**src/rtl/display_pkg.sv**
```systemverilog
// Shared display helpers: digit width, enable polarity and leading-zero blanking.
// Used by the digit scanner and intended for reuse by other display blocks.
package display_pkg;

  localparam int DIGIT_W    = 4;
  // Upper bound on digits handled by the shared mask function.
  localparam int MAX_DIGITS = 16;

  // Map a logical "digit on" to the pin level for the given polarity.
  function automatic logic en_level(input logic on, input logic active_low);
    return on ^ active_low;
  endfunction

  // Bit i set when nibbles n-1 down to i are all zero (i >= 1); bit 0 never set.
  function automatic logic [MAX_DIGITS-1:0] lz_mask(
    input logic [DIGIT_W*MAX_DIGITS-1:0] val,
    input int                            n
  );
    logic zero_run;
    lz_mask  = '0;
    zero_run = 1'b1;
    for (int i = MAX_DIGITS - 1; i >= 1; i--) begin
      if (i < n) begin
        zero_run   = zero_run & (val[i*DIGIT_W +: DIGIT_W] == '0);
        lz_mask[i] = zero_run;
      end
    end
  endfunction

endpackage

```
**src/rtl/display_digit_scanner_refresh_divider.sv**
```systemverilog
// Free-running slot timer: a one-cycle tick every REFRESH_DIV clocks.
// The tick is combinational from the count so the consumer advances on the same edge the count wraps.
module refresh_divider #(
  parameter int REFRESH_DIV = 50000
) (
  input  logic clk,
  input  logic rst,
  output logic tick
);

  localparam int             CW   = $clog2(REFRESH_DIV);
  localparam logic [CW-1:0]  LAST = CW'(REFRESH_DIV - 1);

  logic [CW-1:0] cnt_q, cnt_d;

  assign tick  = (cnt_q == LAST);
  assign cnt_d = tick ? '0 : cnt_q + CW'(1);

  always_ff @(posedge clk) begin
    if (rst) cnt_q <= '0;
    else     cnt_q <= cnt_d;
  end

endmodule

```
**src/rtl/display_digit_scanner.sv**
```systemverilog
// Time-multiplexed seven-segment scan controller with a double-buffered value.
// digit_en is registered so it switches together with the decoder's registered segments.
module display_digit_scanner #(
  parameter int NUM_DIGITS    = 4,
  parameter int REFRESH_DIV   = 50000,
  parameter bit EN_ACTIVE_LOW = 1'b1
) (
  input  logic                  clk,
  input  logic                  rst,
  input  logic [4*NUM_DIGITS-1:0] value_in,
  input  logic                  load,
  input  logic                  blank_leading_zeros,
  output logic [3:0]            nibble_out,
  output logic [NUM_DIGITS-1:0] digit_en,
  output logic                  frame_done
);
  import display_pkg::*;

  localparam int            IW       = (NUM_DIGITS > 1) ? $clog2(NUM_DIGITS) : 1;
  localparam int            VW       = DIGIT_W * NUM_DIGITS;
  localparam logic [IW-1:0] LAST_IDX = IW'(NUM_DIGITS - 1);

  logic                          tick, wrap;
  logic [IW-1:0]                 idx_q, idx_d;
  logic [VW-1:0]                 disp_q, disp_d, shadow_q, shadow_d;
  logic                          pend_q, pend_d;
  logic [NUM_DIGITS-1:0]         en_q, en_d, blank;
  logic                          fd_q;
  logic [DIGIT_W*MAX_DIGITS-1:0] disp_ext;
  logic [MAX_DIGITS-1:0]         mask_full;

  refresh_divider #(
    .REFRESH_DIV (REFRESH_DIV)
  ) u_div (
    .clk  (clk),
    .rst  (rst),
    .tick (tick)
  );

  assign wrap = tick && (idx_q == LAST_IDX);

  // Pending shadow commits at the wrap before a same-cycle load is captured.
  always_comb begin
    idx_d    = idx_q;
    disp_d   = disp_q;
    shadow_d = shadow_q;
    pend_d   = pend_q;
    if (tick) idx_d = wrap ? '0 : idx_q + IW'(1);
    if (wrap && pend_q) begin
      disp_d = shadow_q;
      pend_d = 1'b0;
    end
    if (load) begin
      shadow_d = value_in;
      pend_d   = 1'b1;
    end
  end

  always_comb begin
    disp_ext         = '0;
    disp_ext[VW-1:0] = disp_q;
    mask_full        = lz_mask(disp_ext, NUM_DIGITS);
    nibble_out       = '0;
    blank            = '0;
    en_d             = '0;
    for (int i = 0; i < NUM_DIGITS; i++) begin
      blank[i] = mask_full[i] & blank_leading_zeros;
      if (idx_q == IW'(i)) nibble_out = disp_q[i*DIGIT_W +: DIGIT_W];
      en_d[i] = en_level((idx_q == IW'(i)) && !blank[i], EN_ACTIVE_LOW);
    end
  end

  always_ff @(posedge clk) begin
    if (rst) begin
      idx_q    <= '0;
      disp_q   <= '0;
      shadow_q <= '0;
      pend_q   <= 1'b0;
      en_q     <= {NUM_DIGITS{EN_ACTIVE_LOW}};
      fd_q     <= 1'b0;
    end else begin
      idx_q    <= idx_d;
      disp_q   <= disp_d;
      shadow_q <= shadow_d;
      pend_q   <= pend_d;
      en_q     <= en_d;
      fd_q     <= wrap;
    end
  end

  assign digit_en   = en_q;
  assign frame_done = fd_q;

endmodule

```
**config.mk**
```make
export PLATFORM = sky130hd
export DESIGN_NAME = display_digit_scanner
export DESIGN_NICKNAME = d
export VERILOG_FILES = /design/src/rtl/display_pkg.sv /design/src/rtl/display_digit_scanner_refresh_divider.sv /design/src/rtl/display_digit_scanner.sv
export SDC_FILE = /design/constraint.sdc
export NUM_CORES = 1
export LEC_CHECK = 0
export CAP_MARGIN = 20
export CORE_ASPECT_RATIO = 0.5
export CORE_MARGIN = 1.5
export CORE_UTILIZATION = 38
export DETAILED_ROUTE_END_ITERATION = 6
export PLACE_DENSITY = 0.63
export SLEW_MARGIN = 25
export SYNTH_ARGS = -nofsm -noshare
export SYNTH_HDL_FRONTEND = slang
export SYNTH_SLANG_ARGS = --single-unit
```
**constraint.sdc**
```tcl
create_clock -name clk -period 3.5 [get_ports clk]
set_clock_uncertainty 0.1 [all_clocks]
set_input_delay 0.35 -clock clk [delete_from_list [all_inputs] [get_ports clk]]
set_output_delay 0.35 -clock clk [all_outputs]
set_load 0.02 [all_outputs]
```
==> After elaboration in Yosys (flattened, before gate mapping) <==
Index checks and enable logic that the tools add are counted.
{ "totals": {"reg_bits": 56, "inputBits": 20, "word_cells": 43} }
{ "classes": {"n_addsub": 2, "eq_ne": 4, "mux": 7, "bitwise": 9, "reduce_logical": 14} }
{ "op_table": {"columns": ["cell", "count"], "rows": [
  ["$add A16 B1 Y16 const B", 1],
  ["$eq A16 B16 Y1 const B", 1],
  ["$mux W4", 4],
  ["$logic_not A4 Y1", 3],
  ["$and A1 B1 Y1", 5],
  ["$logic_and A1 B1 Y1", 5],
  ["$eq A2 B2 Y1 const B", 2],
  ["$not A1 Y1", 4],
  ["$logic_not A1 Y1", 3],
  ["$add A2 B1 Y2 const B", 1],
  ["$eq A2 B1 Y1 const B", 1],
  ["$logic_not A2 Y1", 1],
  ["$mux W1", 2],
  ["$mux W2", 1],
  ["$reduce_bool A2 Y1", 1],
  ["$reduce_or A2 Y1", 1]
]} }

==> Logic depth before layout (Yosys ltp) <==
{ "depth": {"ltp_word": 7, "depth_mapped": 7, "depth_no_buf": 6} }

==> Hierarchy <==
A second synthesis with hierarchy kept.
{ "hier_totals": {"hier_cells": 257, "hier_area_um2": 2346.0} }
{ "modules_own_cells": {"columns": ["module", "n_inst", "cells_per_inst", "area_per_inst_um2", "seq_area_each_um2"], "rows": [
  ["display_digit_scanner", 1, 176, 1635.3, 800.8],
  ["refresh_divider", 1, 81, 710.7, 320.3]
]} }

==> Least setup slack after synthesis <==
OpenSTA, ideal clock, no wires.
{ "synth_timing": {"kind": "register -> output", "from": "register idx_q[1]", "to": "output nibble_out[0]", "t_arrival_ns": 1.475, "required_ns": 3.050, "path_slack_ns": 1.575, "path_stages_with_launch": 7, "n_path_buf": 0, "cell_sequence": "dfxtp_1 > inv_1 > ha_1 > nand3b_1 > a21oi_1 > a21oi_1 > o21ai_0"} }
{ "synth_via": {"elab_chain_cells": 5, "word_cells_on_any_way": 8, "classes_between": "3 x eq/ne; 4 x mux; 1 x reduce/logical"} }
{ "synth_rtl": {"columns": ["item", "line", "text"], "rows": [
  ["start: declaration", "display_digit_scanner.sv:24", "logic [IW-1:0] idx_q, idx_d;"],
  ["start signal: assignment", "display_digit_scanner.sv:82", "idx_q <= idx_d;"],
  ["$logic_not A2 Y1", "display_digit_scanner.sv:68", "if (idx_q == IW'(i)) nibble_out = disp_q[i*DIGIT_W +: DIGIT_W];"],
  ["$mux W4 (3 in series)", "display_digit_scanner.sv:68", null],
  ["$mux W4 *", "display_digit_scanner.sv:68", null],
  ["end: declaration", "display_digit_scanner.sv:13", "output logic [3:0] nibble_out,"]
]} }
Mark *: on every way between the ends. The rest lies on a longest branch, timed or not.

==> Worst setup path in the final report <==
{ "layout_timing": {"from": "register idx_q[1]", "to": "output nibble_out[1]"} }
The elaborated chain is that of the path after synthesis.

==> metrics.cfg <==
[routing]
wl_per_cell_um = 13.35
drt-pass1-iter-count = 4
drt-vias-per-instance = 5.116
drt_iter0_drc = 152
remaining_drc_errors = 0
vias = 1939
ant_nets = 0
routed_wl_mm = 5.058

[synthesis]
yosysSeqAreaShare_pct = 45.97
ys_ff_latch = 56
synthMuxAreaShare_pct = 6.567
synth_cells = 272
synth_area_sq_um = 2439
syn_nets = 297
yosys.area.top_type = dfxtp_1
synth_simple_gate_area_share_pct = 23.24
synth-edff-count = 0
synth-main-ff-cell = dfxtp_1
synth_area_leaders = dfxtp_1, mux2i_1, a21oi_1, nor2_1, nand4_1
synth-xor-area-share_pct = 5.028
yosys_warnings = 0
synth_top_family_by_area = simple AND/OR/NAND/NOR gates
async_flop_share_pct = 0
synth_compound_area_share_pct = 10.42
synth_cell_types = 37
synth_area_per_cell_sq_um = 8.965
synth_top_area_share_pct = 45.97
synthAdderAreaFrac_pct = 2.565

[clocking]
postCtsSetupBuffers = 0
numClockSinks = 56
cts_root_buf = clkbuf_16
clk_latency_ps = 280
cts_buffers = 5
cts_max_level = 2
cts_resized = 0
clock_path_buffers = 2
cts_tree = done
cts_hold_buf = 0
cts.clk_slew.worst_paths_ps = 70

[placed_design]
placed_area_sq_um = 2719
gp_congestion = 0.8180
portBuffers = 28
dp_hpwl_mm = 3.527

[sta]
post-route-min-period_ps = 2651
fin_crit_sh_pct = 75.73
grt_setup_unrepaired = false
hold_viol = 0
max_freq_mhz = 377.3
setup_tns_ps = 0
setup_viol = 0
slew_headroom_pct = 30.38
maxSlewViolCount = 0
worstMarginPinSlew_ps = 1041

[finish]
final_cell_area_sq_um = 2864
final_nets = 315
n_antenna_cell = 0
drive_gt1_share_pct = 4.124
syn2layout_area_growth_pct = 17.44

[floorplan]
die_w_um = 116.3
dieHeight_um = 59.65
ios = 29
rows = 20
dieArea_sq_um = 6936
core_area_sq_um = 6131
start_util_pct = 39.78

[power]
power_density_nw_per_um2 = 423.3
finalPower_uw = 1212
peakVddDrop_mv = 0.1820
p_leak_uw = 0.0009996

[global_route]
grt_max_degree = 42
grt_pass1_vias = 1849
antenna_found_initial = 0
overflow = 0
grt_pass1_wl_mm = 8.535
grt_usage_pct = 15.88

[critical_path]
start_kind = flip-flop
slowest_delay_ps = 620
cp_common_cell = a21oi_1
worstPathCellList = inv_1 > ha_1 > nand3b_1 > a21oi_1 > a21oi_1 > o21ai_0 > clkdlybuf4s50_1
path_max_fanout = 9
slowest_stage = clkdlybuf4s50_1
worstPathArrival_ps = 2200
crit_required_ps = 3050
critical_path_class = flip-flop to output port
worstSetupEndpointType = output port

[hold_path]
holdCritPathClass = flip-flop to flip-flop

[status]
outcome = complete, no violations

[run]
drv_cap = 0

## flip-flops by register name (all words and copies together), names as in the netlist
register     cells
idx_q            2
digit_en         4
pend_q           1
disp_q          16
frame_done       1
u_div.cnt_q     16
shadow_q        16
## Yosys cell counts (2+ instances only)
cell,number
dfxtp_1,56
mux2i_1,16
nand4_1,19
xnor2_1,11
clkbuf_1,4
nand3b_1,5
clkbuf_8,2
inv_1,7
xor2_1,3
a21oi_1,27
buf_2,4
nand2b_1,2
nor4_1,6
nand3_1,8
nor3_1,4
nand2_1,14
and3_1,2
clkbuf_2,3
ha_1,5
buf_4,2
o21ai_0,22
nor2_1,35
## worst paths after layout
| kind | start | to | cells after the start | slack, ps |
|---|---|---|---|---|
| worst max-delay path | idx_q[1] | nibble_out[1] | 7 | 850 |
| worst min-delay path | u_div.cnt_q[0] | u_div.cnt_q[0] | 1 | 360 |
| worst max register to register | u_div.cnt_q[0] | u_div.cnt_q[4] | 6 | 1400 |
| worst min register to register | u_div.cnt_q[0] | u_div.cnt_q[0] | 1 | 360 |
## power breakdown
part | switching [uW] | internal, uW | leakage (uW) | total (uW)
combinational | 27.8 | 36.2 | 0.000477 | 64.0
sequential | 10.0 | 652 | 0.000456 | 662
clock | 219 | 267 | 0.0000671 | 486
total | 257 | 955 | 0.00100 | 1210
## cells in the final DEF (no fill, tap or decap)
cell type        instances
dfxtp_1                 56
nor2_1                  35
clkdlybuf4s50_1         28
a21oi_1                 27
o21ai_0                 22
nand4_1                 19
mux2i_1                 16
nand2_1                 14
xnor2_1                 11
nand3_1                  8
inv_1                    7
nor4_1                   6
nand3b_1                 5
ha_1                     5
clkbuf_16                5
nor3_1                   4
xor2_1                   3
nand2b_1                 2
and3_1                   2
buf_4                    2
or4_1                    1
nor2b_1                  1
and4bb_1                 1
nor4bb_1                 1
nor4b_2                  1
nand4_2                  1
or3_1                    1
nor3b_4                  1
and4_1                   1
and2_1                   1
a211o_1                  1
clkinv_4                 1
clkinvlp_4               1
clkbuf_1                 1
## metal layers
metal	up-vias	track usage, %	part of all wire (%)	routed length, um
met5	-	0	0	0
met4	0	5.052	1.3	65
met3	6	3.476	4.9	246
met2	41	26.30	46	2307
met1	897	20.94	48	2438
li1	995	-	-	-
## layout make-up
type	instances	area [sq um]
Fill cell	606	3267
Multi-Input combinational cell	190	1166
Sequential cell	56	1121
Timing Repair Buffer	30	295.3
Clock buffer	6	128.9
Tap cell	88	110.1
Inverter	7	26.28
Clock inverter	2	16.27
## per-stage QoR
stage	instances	hold WS, ps	setup WS, ps	util (%)
after floorplan	272	329.5	1575	-
after global placement	371	344.5	1248	44.35
after detailed placement	371	348.2	1156	44.35
after CTS	379	363.4	840.9	46.71
after global routing	379	395.2	661.2	46.71
final	379	357.6	849.4	46.71
## kinds of logic (layout without fill, tap and decap cells)
family          after synthesis  in the layout
flops                        56             56
compound gates               50             50
xor+xnor                     14             14
buf+inv                      26             45
simple gates                105            105
fa+ha+maj                     5              5
mux                          16             16
## critical path: cells and delay by family, from the launching register on
kind	cells	cell delay (ps)
and+or+nand+nor	1	190
AOI/OAI and AO/OA	3	380
DFF	1	380
buffers and inverters	2	700
adders and majority gates	1	260
Power figures use the tool's default switching activity.
